### config.mk
export PLATFORM = sky130hd
export DESIGN_NAME = regfile_ctrl_flat
export DESIGN_NICKNAME = d
export VERILOG_FILES = /design/src/rtl/regfile_ctrl_if.sv /design/src/rtl/regfile_ctrl.sv /design/src/flat_wrapper.sv
export SDC_FILE = /design/constraint.sdc
export NUM_CORES = 1
export LEC_CHECK = 0
export BUFFER_PORTS_ARGS = -buffer_cell sky130_fd_sc_hd__buf_2
export CORE_MARGIN = 1
export CORE_UTILIZATION = 40
export DETAILED_ROUTE_END_ITERATION = 7
export PLACE_DENSITY = 0.59
export RECOVER_POWER = 25
export SLEW_MARGIN = 20
export SYNTH_ARGS = -nofsm -noshare
export SYNTH_HDL_FRONTEND = slang
export SYNTH_SLANG_ARGS = --single-unit
export TNS_END_PERCENT = 20
### constraint.sdc
create_clock -name clk -period 5.8 [get_ports clk]
set_input_delay 0.29 -clock clk [delete_from_list [all_inputs] [get_ports clk]]
set_output_delay 0.29 -clock clk [all_outputs]
set_load 0.05 [all_outputs]
### src/rtl/regfile_ctrl_if.sv
// regfile_ctrl_if: command/response handshake bundle for regfile_ctrl.
//   master modport: command initiator / response consumer (datapath or bench).
//   slave  modport: the controller itself.
// Signals:
//   cmd_valid/cmd_ready, cmd_op[1:0], cmd_rd[AW], cmd_rs[AW], cmd_data[DW]
//   rsp_valid/rsp_ready, rsp_data[DW], rsp_err
interface regfile_ctrl_if #(
    parameter int unsigned DW = 16,
    parameter int unsigned AW = 3
) ();
    logic          cmd_valid;
    logic          cmd_ready;
    logic [1:0]    cmd_op;
    logic [AW-1:0] cmd_rd;
    logic [AW-1:0] cmd_rs;
    logic [DW-1:0] cmd_data;

    logic          rsp_valid;
    logic          rsp_ready;
    logic [DW-1:0] rsp_data;
    logic          rsp_err;

    modport master (
        output cmd_valid, cmd_op, cmd_rd, cmd_rs, cmd_data, rsp_ready,
        input  cmd_ready, rsp_valid, rsp_data, rsp_err
    );

    modport slave (
        input  cmd_valid, cmd_op, cmd_rd, cmd_rs, cmd_data, rsp_ready,
        output cmd_ready, rsp_valid, rsp_data, rsp_err
    );
endinterface

### src/rtl/regfile_ctrl.sv
// regfile_ctrl: sole initiator of the 8x16 register file. Accepts one command
// (WRITE/READ/COPY/SWAP) at a time and returns exactly one response.
// Ports:
//   clk, rst_n          clock, async active-low reset
//   bus (slave)         command/response handshake (regfile_ctrl_if)
//   rf_data_in          to regfile data_in
//   rf_writenum         to regfile writenum
//   rf_write            to regfile write
//   rf_readnum          to regfile readnum
//   rf_data_out         from regfile data_out (combinational read)
// Build option: REGFILE_CTRL_SWAP_EN enables op 11 (SWAP); otherwise op 11
// returns rsp_err=1 with rsp_data=0 and touches nothing.
module regfile_ctrl #(
    parameter int unsigned DW = 16,
    parameter int unsigned AW = 3
) (
    input  logic          clk,
    input  logic          rst_n,
    regfile_ctrl_if.slave bus,
    output logic [DW-1:0] rf_data_in,
    output logic [AW-1:0] rf_writenum,
    output logic          rf_write,
    output logic [AW-1:0] rf_readnum,
    input  logic [DW-1:0] rf_data_out
);
    localparam logic [1:0] OP_WRITE = 2'b00;
    localparam logic [1:0] OP_READ  = 2'b01;
    localparam logic [1:0] OP_COPY  = 2'b10;
    localparam logic [1:0] OP_SWAP  = 2'b11;

    typedef enum logic [2:0] {
        IDLE = 3'd0,
        RD0  = 3'd1,
`ifdef REGFILE_CTRL_SWAP_EN
        RD1  = 3'd2,
`endif
        WR   = 3'd3,
        RESP = 3'd4
    } state_t;

    state_t        r_state, w_state_nxt;
    logic [1:0]    r_op, w_op_nxt;
    logic [AW-1:0] r_rd, w_rd_nxt;
    logic [AW-1:0] r_rs, w_rs_nxt;
    logic [DW-1:0] r_data, w_data_nxt;
    logic [DW-1:0] r_tmp, w_tmp_nxt;

    logic          r_cmd_ready, w_cmd_ready_nxt;
    logic          r_rsp_valid, w_rsp_valid_nxt;
    logic [DW-1:0] r_rsp_data, w_rsp_data_nxt;
    logic          r_rsp_err, w_rsp_err_nxt;
    logic          r_rf_write, w_rf_write_nxt;
    logic [AW-1:0] r_rf_writenum, w_rf_writenum_nxt;
    logic [AW-1:0] r_rf_readnum, w_rf_readnum_nxt;
    logic [DW-1:0] r_rf_data_in, w_rf_data_in_nxt;
    logic          w_err;

    // State, latched command and registered outputs
    always_ff @(posedge clk or negedge rst_n) begin
        if (!rst_n) begin
            r_state       <= IDLE;
            r_op          <= 2'b00;
            r_rd          <= AW'(0);
            r_rs          <= AW'(0);
            r_data        <= DW'(0);
            r_tmp         <= DW'(0);
            r_cmd_ready   <= 1'b1;
            r_rsp_valid   <= 1'b0;
            r_rsp_data    <= DW'(0);
            r_rsp_err     <= 1'b0;
            r_rf_write    <= 1'b0;
            r_rf_writenum <= AW'(0);
            r_rf_readnum  <= AW'(0);
            r_rf_data_in  <= DW'(0);
        end else begin
            r_state       <= w_state_nxt;
            r_op          <= w_op_nxt;
            r_rd          <= w_rd_nxt;
            r_rs          <= w_rs_nxt;
            r_data        <= w_data_nxt;
            r_tmp         <= w_tmp_nxt;
            r_cmd_ready   <= w_cmd_ready_nxt;
            r_rsp_valid   <= w_rsp_valid_nxt;
            r_rsp_data    <= w_rsp_data_nxt;
            r_rsp_err     <= w_rsp_err_nxt;
            r_rf_write    <= w_rf_write_nxt;
            r_rf_writenum <= w_rf_writenum_nxt;
            r_rf_readnum  <= w_rf_readnum_nxt;
            r_rf_data_in  <= w_rf_data_in_nxt;
        end
    end

    // Next state, then outputs derived from the state being entered
    always_comb begin
        w_state_nxt       = r_state;
        w_op_nxt          = r_op;
        w_rd_nxt          = r_rd;
        w_rs_nxt          = r_rs;
        w_data_nxt        = r_data;
        w_tmp_nxt         = r_tmp;
        w_rsp_data_nxt    = r_rsp_data;
        w_rsp_err_nxt     = r_rsp_err;
        w_rf_write_nxt    = 1'b0;
        w_rf_writenum_nxt = r_rf_writenum;
        w_rf_readnum_nxt  = r_rf_readnum;
        w_rf_data_in_nxt  = r_rf_data_in;
        w_err             = 1'b0;

        case (r_state)
            IDLE: begin
                if (bus.cmd_valid) begin
                    w_op_nxt   = bus.cmd_op;
                    w_rd_nxt   = bus.cmd_rd;
                    w_rs_nxt   = bus.cmd_rs;
                    w_data_nxt = bus.cmd_data;
                    case (bus.cmd_op)
                        OP_WRITE: w_state_nxt = WR;
                        OP_READ,
                        OP_COPY:  w_state_nxt = RD0;
`ifdef REGFILE_CTRL_SWAP_EN
                        default:  w_state_nxt = RD0;
`else
                        default:  w_state_nxt = RESP;
`endif
                    endcase
                end
            end
            RD0: begin
                w_tmp_nxt = rf_data_out;
                if (r_op == OP_READ) begin
                    w_state_nxt = RESP;
`ifdef REGFILE_CTRL_SWAP_EN
                end else if (r_op == OP_SWAP) begin
                    w_state_nxt = RD1;
`endif
                end else begin
                    w_state_nxt = WR;
                end
            end
`ifdef REGFILE_CTRL_SWAP_EN
            RD1:     w_state_nxt = WR;
`endif
            WR:      w_state_nxt = RESP;
            RESP: begin
                if (bus.rsp_ready) begin
                    w_state_nxt = IDLE;
                end
            end
            default: w_state_nxt = IDLE;
        endcase

`ifndef REGFILE_CTRL_SWAP_EN
        w_err = (w_op_nxt == OP_SWAP);
`endif

        case (w_state_nxt)
            RD0: begin
                // SWAP reads rd first so its old value can be returned
                w_rf_readnum_nxt = (w_op_nxt == OP_SWAP) ? w_rd_nxt : w_rs_nxt;
            end
`ifdef REGFILE_CTRL_SWAP_EN
            RD1: begin
                w_rf_readnum_nxt  = w_rs_nxt;
                w_rf_write_nxt    = 1'b1;
                w_rf_writenum_nxt = w_rd_nxt;
            end
`endif
            WR: begin
                w_rf_write_nxt    = 1'b1;
                w_rf_writenum_nxt = (w_op_nxt == OP_SWAP) ? w_rs_nxt : w_rd_nxt;
                w_rf_data_in_nxt  = (w_op_nxt == OP_WRITE) ? w_data_nxt : w_tmp_nxt;
            end
            RESP: begin
                w_rsp_err_nxt  = w_err;
                w_rsp_data_nxt = w_err ? DW'(0)
                               : ((w_op_nxt == OP_WRITE) ? w_data_nxt : w_tmp_nxt);
            end
            default: ;
        endcase

        w_cmd_ready_nxt = (w_state_nxt == IDLE);
        w_rsp_valid_nxt = (w_state_nxt == RESP);
    end

    assign bus.cmd_ready = r_cmd_ready;
    assign bus.rsp_valid = r_rsp_valid;
    assign bus.rsp_data  = r_rsp_data;
    assign bus.rsp_err   = r_rsp_err;
    assign rf_write      = r_rf_write;
    assign rf_writenum   = r_rf_writenum;
    assign rf_readnum    = r_rf_readnum;

`ifdef REGFILE_CTRL_SWAP_EN
    // In RD1 the old rs value is forwarded straight from the read port into rd
    assign rf_data_in = (r_state == RD1) ? rf_data_out : r_rf_data_in;
`else
    assign rf_data_in = r_rf_data_in;
`endif

endmodule

### src/flat_wrapper.sv
// flat-port wrapper written by rule: the top's interface ports become plain ports
module regfile_ctrl_flat 
#(
    parameter int unsigned DW = 16,
    parameter int unsigned AW = 3
)
  (clk, rst_n, rf_data_in, rf_writenum, rf_write, rf_readnum, rf_data_out, bus_cmd_valid, bus_cmd_op, bus_cmd_rd, bus_cmd_rs, bus_cmd_data, bus_rsp_ready, bus_cmd_ready, bus_rsp_valid, bus_rsp_data, bus_rsp_err);
  regfile_ctrl_if #(.DW(DW), .AW(AW)) bus_i ();
  input  logic clk;
  input  logic rst_n;
  output logic [DW-1:0] rf_data_in;
  output logic [AW-1:0] rf_writenum;
  output logic rf_write;
  output logic [AW-1:0] rf_readnum;
  input  logic [DW-1:0] rf_data_out;
  input wire logic [$bits(bus_i.cmd_valid)-1:0] bus_cmd_valid;
  input wire logic [$bits(bus_i.cmd_op)-1:0] bus_cmd_op;
  input wire logic [$bits(bus_i.cmd_rd)-1:0] bus_cmd_rd;
  input wire logic [$bits(bus_i.cmd_rs)-1:0] bus_cmd_rs;
  input wire logic [$bits(bus_i.cmd_data)-1:0] bus_cmd_data;
  input wire logic [$bits(bus_i.rsp_ready)-1:0] bus_rsp_ready;
  output wire logic [$bits(bus_i.cmd_ready)-1:0] bus_cmd_ready;
  output wire logic [$bits(bus_i.rsp_valid)-1:0] bus_rsp_valid;
  output wire logic [$bits(bus_i.rsp_data)-1:0] bus_rsp_data;
  output wire logic [$bits(bus_i.rsp_err)-1:0] bus_rsp_err;
  assign bus_i.cmd_valid = bus_cmd_valid;
  assign bus_i.cmd_op = bus_cmd_op;
  assign bus_i.cmd_rd = bus_cmd_rd;
  assign bus_i.cmd_rs = bus_cmd_rs;
  assign bus_i.cmd_data = bus_cmd_data;
  assign bus_i.rsp_ready = bus_rsp_ready;
  assign bus_cmd_ready = bus_i.cmd_ready;
  assign bus_rsp_valid = bus_i.rsp_valid;
  assign bus_rsp_data = bus_i.rsp_data;
  assign bus_rsp_err = bus_i.rsp_err;
  regfile_ctrl #(.DW(DW), .AW(AW)) u_core (.clk(clk), .rst_n(rst_n), .bus(bus_i), .rf_data_in(rf_data_in), .rf_writenum(rf_writenum), .rf_write(rf_write), .rf_readnum(rf_readnum), .rf_data_out(rf_data_out));
endmodule
; ---- After elaboration in Yosys (flattened, before gate mapping)
; Cells that the tools add are included.
[word_totals]
register_bits = 85
elab_cells = 48
[classes]
eq_ne = 10
mux = 19
reduce_logical = 5
[ops]
columns = op, n
row1 = 16-bit 2-to-1 mux, 5
row2 = 3-bit 2-to-1 mux, 9
row3 = 3-bit case mux with 4 select lines, 1
row4 = 3-bit by 1-bit == test with 1-bit output (second input constant), 2
row5 = 3-bit by 2-bit == test with 1-bit output (second input constant), 2
row6 = 3-bit == test (second input constant), 2
row7 = 3-bit zero test, 2
row8 = 3-bit case mux with 2 select lines, 1
row9 = 2-bit by 1-bit == test with 1-bit output (second input constant), 2
row10 = 2-bit == test (second input constant), 2
row11 = 2-bit zero test, 2
row12 = 2-bit 2-to-1 mux, 2
row13 = 2-bit OR reduction, 1
row14 = 1-bit 2-to-1 mux, 1

; ---- Depth between registers and ports, before layout
; Gate-level depths: netlist of run 1.
[depth]
ltp_word = 7
ltp_mapped = 8
depth_no_buf = 5

; ---- Least setup slack after synthesis of run 1
; Ideal clock, no wire load.
[synth_timing]
kind = register to register
start = register u_core.r_state[1]
end = register u_core.r_rsp_data[10] (netlist: u_core.bus.rsp_data[10])
setup_ns = 0.121
arrival_time_ns = 1.742
slack_ns = 3.937
path_stages_with_launch = 7
path_buffers = 3
period_less_slack_ns = 1.863
path_cell_list = dfrtp_1 > buf_6 > or4b_4 > and3_1 > buf_6 > buf_2 > a22o_1
[synth_between]
elab_chain_len = 5
[synth_lines]
columns = element, line
row1 = start: declaration, regfile_ctrl.sv:41  ; state_t r_state, w_state_nxt;
row2 = start signal: assignment, regfile_ctrl.sv:76  ; r_state <= w_state_nxt;
row3 = 3-bit zero test, regfile_ctrl.sv:109  ; case (r_state)
row4 = 2-bit 2-to-1 mux, regfile_ctrl.sv:109
row5 = 2-bit zero test, regfile_ctrl.sv:176  ; : ((w_op_nxt == OP_WRITE) ? w_data_nxt : w_tmp_nxt);
row6 = 16-bit 2-to-1 mux, regfile_ctrl.sv:176
row7 = 16-bit 2-to-1 mux, regfile_ctrl.sv:175  ; w_rsp_data_nxt = w_err ? DW'(0)
row8 = end signal: assignment, regfile_ctrl.sv:84  ; r_rsp_data <= w_rsp_data_nxt;
row9 = end: declaration, regfile_ctrl.sv:50  ; logic [DW-1:0] r_rsp_data, w_rsp_data_nxt;
; Parallel ways exist; a longest one is shown, timed or not.
; A chain may end at the register's enable or synchronous reset.

; ---- Worst setup path after layout of run 1
[layout_timing]
start = register u_core.r_state[1]
end = register u_core.r_rf_data_in[2] (netlist: u_core.rf_data_in[2])
[layout_between]
elab_chain_len = 4
[layout_lines]
columns = element, line
row1 = "parallel branches: the longest is 4 deep, another holds 3-bit case mux with 4 select lines", n/a
row2 = end signal: assignment, regfile_ctrl.sv:89  ; r_rf_data_in <= w_rf_data_in_nxt;
row3 = end: declaration, regfile_ctrl.sv:55  ; logic [DW-1:0] r_rf_data_in, w_rf_data_in_nxt;
; Several ways; the timed one is not identified.

==> results of run 1 <==
-- metal layers --
metal  up-vias  global-route usage (%)  routed length (um)  part of all wire (%)
met4         0                    5.82                 130                   1.3
met1      1534                    27.1                4740                    47
met3         8                    4.88                 408                   4.0
met5         -                       0                   0                     0
li1       1524                       -                   -                     -
met2        72                    32.8                4810                    48
-- critical path, stage by stage (launching register included) --
cell and delay, ns:
dfrtp_1 0.63, or4b_1 0.64, o21ai_2 0.50, buf_4 0.32
mux2_2 0.35
-- where the power goes --
group | internal, mW | switching (mW)
sequential | 0.878 | 0.206
combinational | 0.600 | 1.13
clock | 0.289 | 0.205
-- cells by family after synthesis --
group	after synthesis
buf+inv	37
compound gates	124
mux	25
simple gates	109
flops	85
xor+xnor	1
-- area by class of cell --
class	instances	area, um^2
fill	934	5020
sequential	85	2130
multi-input combinational	259	1740
timing repair buffer	90	469
clock buffer	13	179
tap	133	166
clock inverter	3	65.1
inverter	3	11.3
-- worst max-delay path by stage --
stage,from,to,slack (ns),cells past startpoint
finish,u_core.r_state[1]$_DFF_PN0_,u_core.rf_data_in[2]$_DFFE_PN0N_,3.24,4
CTS,u_core.r_state[1]$_DFF_PN0_,u_core.rf_writenum[0]$_DFFE_PN0N_,3.22,4
detailed placement,u_core.r_state[1]$_DFF_PN0_,u_core.rf_data_in[2]$_DFFE_PN0N_,3.25,4
global placement,u_core.r_state[2]$_DFF_PN0_,u_core.rf_data_in[6]$_DFFE_PN0N_,3.31,4
floorplan,u_core.r_state[1]$_DFF_PN0_,u_core.bus.rsp_data[10]$_DFFE_PN0N_,3.94,6
global route,u_core.r_state[1]$_DFF_PN0_,u_core.rf_data_in[2]$_DFFE_PN0N_,3.09,4
-- stage by stage --
| stage | power [mW] | cell area, um^2 | instances |
|---|---|---|---|
| after floorplan | 2.46 | 4050 | 381 |
| after global placement | 2.79 | 4500 | 570 |
| after detailed placement | 2.83 | 4510 | 570 |
| after CTS | 3.33 | 4750 | 586 |
| after global routing | 3.53 | 4760 | 586 |
| final | 3.31 | 4760 | 586 |
-- flip-flops by register name, indices dropped and copies added (netlist names) --
register and cells:
u_core.bus.rsp_data 16, u_core.r_data 16, u_core.r_tmp 16, u_core.rf_data_in 16, u_core.r_rd 3, u_core.r_rs 3, u_core.r_state 3, u_core.rf_readnum 3
u_core.rf_writenum 3, u_core.r_op 2, u_core.bus.cmd_ready 1, u_core.bus.rsp_err 1, u_core.bus.rsp_valid 1, u_core.rf_write 1
-- cell usage after synthesis, types with 3 or more instances --
master	instances
or2_2	3
and3_1	4
a21o_1	16
o22ai_1	16
and4bb_2	6
inv_1	3
o21ai_0	33
buf_2	7
mux2_2	21
o21ai_1	3
mux2i_1	3
nor2_1	4
dfrtp_1	84
a211oi_1	35
a21oi_1	4
nor4bb_1	10
buf_4	3
buf_6	4
nand2_1	75
a22o_1	16
clkbuf_1	20
==> metrics.md, run 1 <==
| Metric | Value |
|---|---|
| I/O pins | `86` |
| Clk slew on worst S/H paths | `~0.08 ns` |
| Asr flop ratio synth | `100%` |
| Clock latency on the worst-skew pair | `approximately 0.36 ns` |
| Relative slew slack | `32.8%` |
| DP Worst Slack | `around 3.2 ns` |
| Die X | `roughly 100 um` |
| Fmax | `between 300 and 400 MHz` |
| Actual slew at the worst max-slew pin | `between 1 and 1.5 ns` |
| Max H-tree Level | `3` |
| Clock skew | `0.00921 ns` |
| Vias in the first global route | `between 3000 and 4000` |
| Final min period | `between 2 and 3 ns` |
| Placer Congestion | `0.772` |
| Util after Layout | `between 40% and 50%` |
| Syn_area_per_cell | `around 11 um^2` |
| Initial antenna violation count | `0` |
| Synth Flop Type | `dfrtp_1` |
| Initial DRC Count | `between 150 and 200` |
| Via count | `between 3000 and 4000` |
| Post-route DRC | `0` |
| Hold Buf Count CTS | `0` |
| Cells on worst reg2reg path | `4` |
| Die area | `between 10000 and 15000 um^2` |
| Nets@finish | `about 490` |
| Resize count post-CTS | `0` |
| Multiplexer share of the synthesized area | `around 6.9%` |
| Post-synthesis adder-cell area fraction | `0%` |
| Endpoints failing hold | `2` |
| Reg2reg setup slack | `approximately 3.2 ns` |
| Setup Buffers After CTS | `0` |
| Unrepaired setup endpoints after global routing | `false` |
| Data required, critical path | `around 6.0 ns` |
| Main combinational cell family by area after synthesis | `compound AO/OA/AOI/OAI gates` |
| Post-Route Setup TNS | `0 ns` |
| Final critical-path share of the clock period | `between 40% and 50%` |
| Worst vdd ir | `between 200 and 250 uV` |
| Yosys top cell by area | `dfrtp_1` |
| Wire per inst | `17.2 um` |
| Synth area leaders | `dfrtp_1, nand2_1, a211oi_1` |
| First-pass GRT wire length | `between 15 and 20 mm` |
| Flops & latches, synth | `85` |
| Final setup fails | `0` |
| Synth warnings | `0` |
| Fin. max-slew vios | `0` |
| Syn Nets | `about 430` |
| Crit path DAT | `2.80 ns` |
| Failing checks | `hold timing` |
| Synth top area share | `roughly half` |
| Simple-gate share of the synthesized area | `roughly 15%` |
| Hold Path Class | `input pin to async pin` |
| Clock sinks | `85` |
| Vias/cell | `roughly 5.4` |
| Compound-gate portion of the synthesized area | `between 20% and 30%` |
| Num CTS Buffers | `9` |
| Dpl hpwl | `about 6.6 mm` |
| EDFF count, synth | `0` |
| Site row count | `36` |
| Cells after synthesis | `~380` |
| Area growth syn-to-layout | `17.6%` |
| DRT antenna net count | `0` |
| Root Buffer | `clkbuf_8` |
| Antenna cells | `0` |
| Post-synthesis xor/xnor area fraction | `less than 1%` |
| Startpoint Class | `flip-flop` |
| Synth cell types | `32` |
| Power per standard cell area | `between 600 and 700 nW/um^2` |
| Crit-path max FO | `21` |
| Reg-to-reg critical path endpoint | `u_core.rf_data_in[2]$_DFFE_PN0N_` |
| Leakage power | `2.34 nW` |
| GRT Util Overall | `between 20% and 30%` |
| Sequential cell area fraction in the yosys report | `52.6%` |
| R2r startpoint | `u_core.r_state[1]$_DFF_PN0_` |
| WHS | `-0.000790 ns` |
| Die Span Y | `between 100 and 150 um` |
| Smallest setup slack after layout | `3.24 ns` |
| Layout cells sized above 1 | `a little under a third` |
| Outcome | `finished, violations left` |
| CTS max path bufs | `2` |
| Initial cell density of the core | `about 41%` |
| Largest net degree at the start of global routing | `86` |
| 1st-pass router iterations | `4` |
| CTS tree | `done` |
| PortBufs | `between 80 and 90` |
| Routed wire length | `10.1 mm` |
| Most frequent cells in the layout | `buf_2, dfrtp_1, nand2_1, a211oi_1, o21ai_0` |
| Core Region | `between 9000 and 10000 um^2` |
| Element type at the critical path end | `flip-flop` |
| Crit path kind | `flip-flop to flip-flop` |
| Post-synthesis cell area | `around 4000 um^2` |
| Max Cap Viol | `0` |
| Grt total ovfl | `0` |
Note: power is estimated with default switching activity, not from simulation.
==> run 2, diff against run 1 <==
==> constraint.sdc (replaced) <==
create_clock -name clk -period 2.4 [get_ports clk]
set_input_delay 0.12 -clock clk [delete_from_list [all_inputs] [get_ports clk]]
set_output_delay 0.12 -clock clk [all_outputs]
set_load 0.05 [all_outputs]
==> run 2 against run 1 <==
  * Sequential share of layout area down 2.6 points
  * The run now ends clean
  * Non-clock buffer count up 33
  * Die area unchanged
  * Maximum frequency up 20%
  * Highest routed layer unchanged
  * Largest cell class unchanged
  * Worst hold slack better by 0.025 ns
==> metrics.md, run 2 (synthesized netlist as in run 1, its figures left out) <==
| Metric | Value |
|---|---|
| Site row count | `36 (unchanged)` |
| Endpoints failing hold | `0 (-2)` |
| Post-Route Setup TNS | `0 ns (unchanged)` |
| Data required, critical path | `2.65 ns (-3.39 ns)` |
| Hold Buf Count CTS | `23 (+23)` |
| CTS max path bufs | `2 (unchanged)` |
| GRT Util Overall | `20.5% (+0.23 points)` |
| Final setup fails | `0 (unchanged)` |
| Post-route DRC | `0 (unchanged)` |
| Core Region | `9770 um^2 (unchanged)` |
| Most Crowded Layer GR | `met2` |
| Resize count post-CTS | `0 (unchanged)` |
| Die X | `103 um (unchanged)` |
| Layout cells sized above 1 | `30.9% (-0.70 points)` |
| Die area | `10500 um^2 (unchanged)` |
| M3 GR Usage | `3.39% (-1.5 points)` |
| Clk slew on worst S/H paths | `0.08 ns (about the same)` |
| Clock skew | `0.00788 ns (-0.00133 ns)` |
| Met1 Use GR | `27.9% (+0.71 points)` |
| WHS | `0.0244 ns (+0.0252 ns)` |
| Crit-path max FO | `48 (+130%)` |
| Clock latency on the worst-skew pair | `0.36 ns (about the same)` |
| Setup Buffers After CTS | `0 (unchanged)` |
| Critical path's slowest cell | `dfrtp_1` |
| Initial cell density of the core | `41.4% (unchanged)` |
| Placer Congestion | `0.801 (+3.7%)` |
| Antenna cells | `0 (unchanged)` |
| Vias in the first global route | `3116 (+1.4%)` |
| Outcome | `finished clean` |
| Num CTS Buffers | `9 (unchanged)` |
| Reg-to-reg critical path endpoint | `u_core.rf_data_in[15]$_DFFE_PN0N_` |
| Fmax | `468 MHz (+20%)` |
| Fillcell total | `895 (-4.2%)` |
| Fin. max-slew vios | `0 (unchanged)` |
| Vias/cell | `5.36 (about the same)` |
| Max Cap Viol | `0 (unchanged)` |
| R2r startpoint | `u_core.r_state[0]$_DFF_PN0_` |
| Final critical-path share of the clock period | `88.9% (+45 points)` |
| Worst vdd ir | `586 uV (+160%)` |
| Clock sinks | `85 (unchanged)` |
| Hold Path Class | `input pin to flip-flop` |
| Unrepaired setup endpoints after global routing | `false` |
| PortBufs | `85 (unchanged)` |
| Critical-path cell list | `or3b_1, buf_4, a211oi_1, o22ai_1, mux2_2` |
| Via count | `3315 (+5.6%)` |
| Crit path DAT | `2.38 ns (-0.42 ns)` |
| 1st-pass router iterations | `4 (unchanged)` |
| Area growth syn-to-layout | `24.7%` |
| Total power | `8.16 mW (+150%)` |
| Most frequent cells in the layout | `buf_2, dfrtp_1, nand2_1, a211oi_1, o21ai_0` |
| DRT antenna net count | `0 (unchanged)` |
| Max H-tree Level | `3 (unchanged)` |
| Dpl hpwl | `6.63 mm (+0.69%)` |
| Startpoint Class | `flip-flop` |
| Element type at the critical path end | `flip-flop` |
| Actual slew at the worst max-slew pin | `0.882 ns (-0.126 ns)` |
| CTS tree | `done` |
| First-pass GRT wire length | `16.0 mm (+0.40%)` |
| Slowest stage delay, CP | `0.57 ns (-0.07 ns)` |
| Worst setup endpoint | `u_core.rf_data_in[15]$_DFFE_PN0N_` |
| Initial antenna violation count | `0 (unchanged)` |
| Die Span Y | `103 um (unchanged)` |
| Final min period | `2.13 ns (-0.423 ns)` |
| Reg2reg setup slack | `0.27 ns (-2.98 ns)` |
| Relative slew slack | `41.2% (+8.4 points)` |
| CP Launch Point | `u_core.r_state[0]$_DFF_PN0_` |
| Leakage power | `2.47 nW (+5.8%)` |
| I/O pins | `86 (unchanged)` |
| Initial DRC Count | `90 (-41%)` |
| Min-delay src | `bus_cmd_op[1]` |
| Crit path kind | `flip-flop to flip-flop` |
| Power per standard cell area | `1620 nW/um^2 (+130%)` |
| Met2 Track Usage GR | `32.9% (+0.051 points)` |
| Largest net degree at the start of global routing | `54 (-37%)` |
| Wire per inst | `16.6 um (-3.8%)` |
| Cells on worst reg2reg path | `5 (+1)` |
| Root Buffer | `clkbuf_8` |
| Nets@finish | `525 (+6.7%)` |
| Routed wire length | `10.3 mm (+1.6%)` |
| Grt total ovfl | `0 (unchanged)` |
[run 2: per-stage QoR]
| step | std cells | setup WS (ns) | instance area, um^2 | utilization [%] |
|---|---|---|---|---|
| after floorplan | 381 | 0.537 | 4050 | - |
| after global placement | 580 | 0.319 | 4590 | 47.0 |
| after detailed placement | 580 | 0.290 | 4590 | 47.0 |
| after CTS | 619 | 0.282 | 5060 | 51.8 |
| after global routing | 619 | 0.149 | 5040 | 51.6 |
| final | 619 | 0.265 | 5040 | 51.6 |
[run 2: worst max-delay path, delay by kind of cell, from the launching register on]
kind	cells	cell delay (ns)
muxes	1	0.29
buffers and inverters	1	0.27
AOI/OAI and AO/OA	2	0.47
and+or+nand+nor	1	0.40
DFF	1	0.57
[run 2: power by group]
| part | internal [mW] | switching (mW) |
|---|---|---|
| logic | 1.56 | 2.84 |
| clock network | 0.692 | 0.537 |
| registers | 2.12 | 0.417 |
| total | 4.37 | 3.79 |
[run 2: final cells by class]
cell class | instances | area, um^2 | share of cell area (%)
clock buffer | 10 | 128 | 2.53
clock inverter | 6 | 111 | 2.21
inverter | 3 | 11.3 | 0.223
multi-input combinational | 259 | 1730 | 34.3
sequential | 85 | 2130 | 42.2
tap | 133 | 166 | 3.30
timing repair buffer | 123 | 768 | 15.2
[run 2: how the worst min path moves through the flow]
stage | end | slack (ns) | cells past startpoint
after floorplan | u_core.bus.rsp_data[0]$_DFFE_PN0N_ | -0.18 | 0
after global placement | u_core.bus.rsp_valid$_DFF_PN0_ | 0.11 | 1
after detailed placement | u_core.bus.rsp_valid$_DFF_PN0_ | 0.11 | 1
after CTS | u_core.r_op[1]$_DFF_PN0_ | 0.01 | 3
after global routing | u_core.r_op[1]$_DFF_PN0_ | 0.03 | 3
final | u_core.r_op[1]$_DFF_PN0_ | 0.02 | 3
[run 2: routing by layer]
layer,part of all wire [%],vias to the layer above
met1,47,1638
met3,3.6,14
li1,-,1588
met5,0,-
met4,1.8,0
met2,47,75
==> run 3, diff against run 2 <==
==> constraint.sdc (replaced) <==
create_clock -name clk -period 2.4 [get_ports clk]
set_input_delay 0.24 -clock clk [delete_from_list [all_inputs] [get_ports clk]]
set_output_delay 0.24 -clock clk [all_outputs]
set_load 0.05 [all_outputs]
==> run 3 against run 2 <==
  * Via count is 1.7% lower
  * First-iteration DRC count up 17%
  * Power decreased by 3.6%
  * Highest routed layer unchanged
==> metrics.md, run 3 (synthesized netlist as in run 1, its figures left out) <==
| Metric | Value |
|---|---|
| Clock sinks | `85 (unchanged)` |
| Actual slew at the worst max-slew pin | `0.957 ns (+0.0753 ns)` |
| Worst vdd ir | `524 uV (-11%)` |
| Outcome | `finished clean` |
| CTS max path bufs | `2 (unchanged)` |
| Wire per inst | `16.7 um (+0.57%)` |
| Final setup fails | `0 (unchanged)` |
| PortBufs | `85 (unchanged)` |
| Max H-tree Level | `3 (unchanged)` |
| Unrepaired setup endpoints after global routing | `false` |
| DRT antenna net count | `0 (unchanged)` |
| Post-Route Setup TNS | `0 ns (unchanged)` |
| Final min period | `2.16 ns (+0.0273 ns)` |
| Num CTS Buffers | `9 (unchanged)` |
| WHS | `0.0800 ns (+0.0556 ns)` |
| Resize count post-CTS | `0 (unchanged)` |
| Root Buffer | `clkbuf_8` |
| Nets@finish | `504 (-4.0%)` |
| Register area | `2130 um^2 (unchanged)` |
| Power per standard cell area | `1640 nW/um^2 (+1.6%)` |
| Total power | `7.87 mW (-3.6%)` |
| Startpoint Class | `flip-flop` |
| CTS tree | `done` |
| Grt total ovfl | `0 (unchanged)` |
| Clk slew on worst S/H paths | `0.09 ns (about the same)` |
| Crit path kind | `flip-flop to flip-flop` |
| Dpl hpwl | `6.73 mm (+1.6%)` |
| First-pass GRT wire length | `16.2 mm (+1.0%)` |
| Max Cap Viol | `0 (unchanged)` |
| Site row count | `36 (unchanged)` |
| GRT Util Overall | `20.8% (+0.25 points)` |
| Layout cells sized above 1 | `32.7% (+1.8 points)` |
| Clock skew | `0.00741 ns (-0.000477 ns)` |
| Initial antenna violation count | `0 (unchanged)` |
| Area growth syn-to-layout | `18.3%` |
| I/O pins | `86 (unchanged)` |
| Leakage power | `2.37 nW (-4.1%)` |
| Core Region | `9770 um^2 (unchanged)` |
| Relative slew slack | `36.2% (-5.0 points)` |
| Endpoints failing hold | `0 (unchanged)` |
| Via count | `3259 (-1.7%)` |
| Crit path DAT | `2.41 ns (+0.03 ns)` |
| Fin. max-slew vios | `0 (unchanged)` |
| Final critical-path share of the clock period | `90.1% (+1.1 points)` |
| Vias in the first global route | `3085 (-0.99%)` |
| Die X | `103 um (unchanged)` |
| Util after Layout | `49.0% (-2.6 points)` |
| Antenna cells | `0 (unchanged)` |
| Routed wire length | `9.96 mm (-2.8%)` |
| Footprint of the multi-input gates | `1730 um^2 (unchanged)` |
| 1st-pass router iterations | `5 (+1)` |
| Largest net degree at the start of global routing | `49 (-9.3%)` |
| Element type at the critical path end | `flip-flop` |
| Most frequent cells in the layout | `buf_2, dfrtp_1, nand2_1, a211oi_1, o21ai_0` |
| Fmax | `463 MHz (-1.3%)` |
| Initial cell density of the core | `41.4% (unchanged)` |
| Setup Buffers After CTS | `0 (unchanged)` |
| Die Span Y | `103 um (unchanged)` |
| Hold Path Class | `input pin to flip-flop` |
| Vias/cell | `5.45 (+1.8%)` |
| Fillcell total | `943 (+5.4%)` |
| Placer Congestion | `0.790 (-1.3%)` |
| Clock latency on the worst-skew pair | `0.36 ns (about the same)` |
| Die area | `10500 um^2 (unchanged)` |
| Crit-path max FO | `48 (unchanged)` |
| Data required, critical path | `2.64 ns (about the same)` |
| Initial DRC Count | `105 (+17%)` |
| Post-route DRC | `0 (unchanged)` |
## run 3: cell types whose count changed in the layout (fill, tap and decap cells not counted), sizes merged
| cell | previous run | this run |
|---|---|---|
| dlygate4sd3 | 23 | 1 |
| bufinv | 3 | 0 |
| clkbuf | 12 | 14 |
| clkinv | 2 | 4 |
| buf | 98 | 99 |
| clkinvlp | 1 | 0 |
## run 3: through the flow
stage                     setup WS [ns]  instance area (um^2)  instances
after floorplan                   0.537                  4050        381
after global placement            0.325                  4600        581
after detailed placement          0.275                  4600        581
after CTS                         0.240                  4800        598
after global routing             0.0737                  4790        598
final                             0.238                  4790        598
## run 3: area by class of cell
cell class | instances | area share [%]
clock inverter | 4 | 0.653
multi-input combinational | 259 | 36.2
clock buffer | 12 | 3.45
tap | 133 | 3.48
timing repair buffer | 102 | 11.6
sequential | 85 | 44.5
inverter | 3 | 0.235
## run 3: worst paths after layout
path | startpoint | endpoint | slack [ns] | cells after the start
setup / recovery | u_core.r_state[0]$_DFF_PN0_ | u_core.rf_data_in[5]$_DFFE_PN0N_ | 0.24 | 5
hold / removal | bus_cmd_data[0] | u_core.r_data[0]$_DFF_PN0_ | 0.08 | 3
setup reg to reg | u_core.r_state[0]$_DFF_PN0_ | u_core.rf_data_in[5]$_DFFE_PN0N_ | 0.24 | 5
hold reg to reg | u_core.r_rs[1]$_DFF_PN0_ | u_core.r_rs[1]$_DFF_PN0_ | 0.47 | 2
max in group asynchronous | rst_n | u_core.r_data[4]$_DFF_PN0_ | 0.55 | 3
min in group asynchronous | rst_n | u_core.rf_data_in[7]$_DFFE_PN0N_ | 0.57 | 2
## run 3: worst max-delay path, stage by stage, from the launching register on
cell and delay [ns]:
dfrtp_1 0.57, or3b_1 0.41, buf_4 0.29, a211oi_1 0.33, o22ai_1 0.16, mux2_2 0.28
## run 3: layer usage
metal	global-route usage, %	part of all wire, %
met1	28.8	47
met2	32.5	47
met3	3.12	4.0
met4	8.68	1.9
met5	0	0
## run 3: repair_timing
| action | CTS | global route |
|---|---|---|
| hold endpoints to repair | 36 | 0 |
| setup endpoints to repair | 0 | 0 |
| hold buffers | 1 | 0 |
## run 3: report_power, final
| group | switching, mW | leakage (nW) | internal (mW) | total (mW) |
|---|---|---|---|---|
| Clock | 0.524 | 0.103 | 0.465 | 0.989 |
| Combinational | 2.80 | 1.21 | 1.53 | 4.34 |
| Sequential | 0.417 | 1.06 | 2.12 | 2.54 |
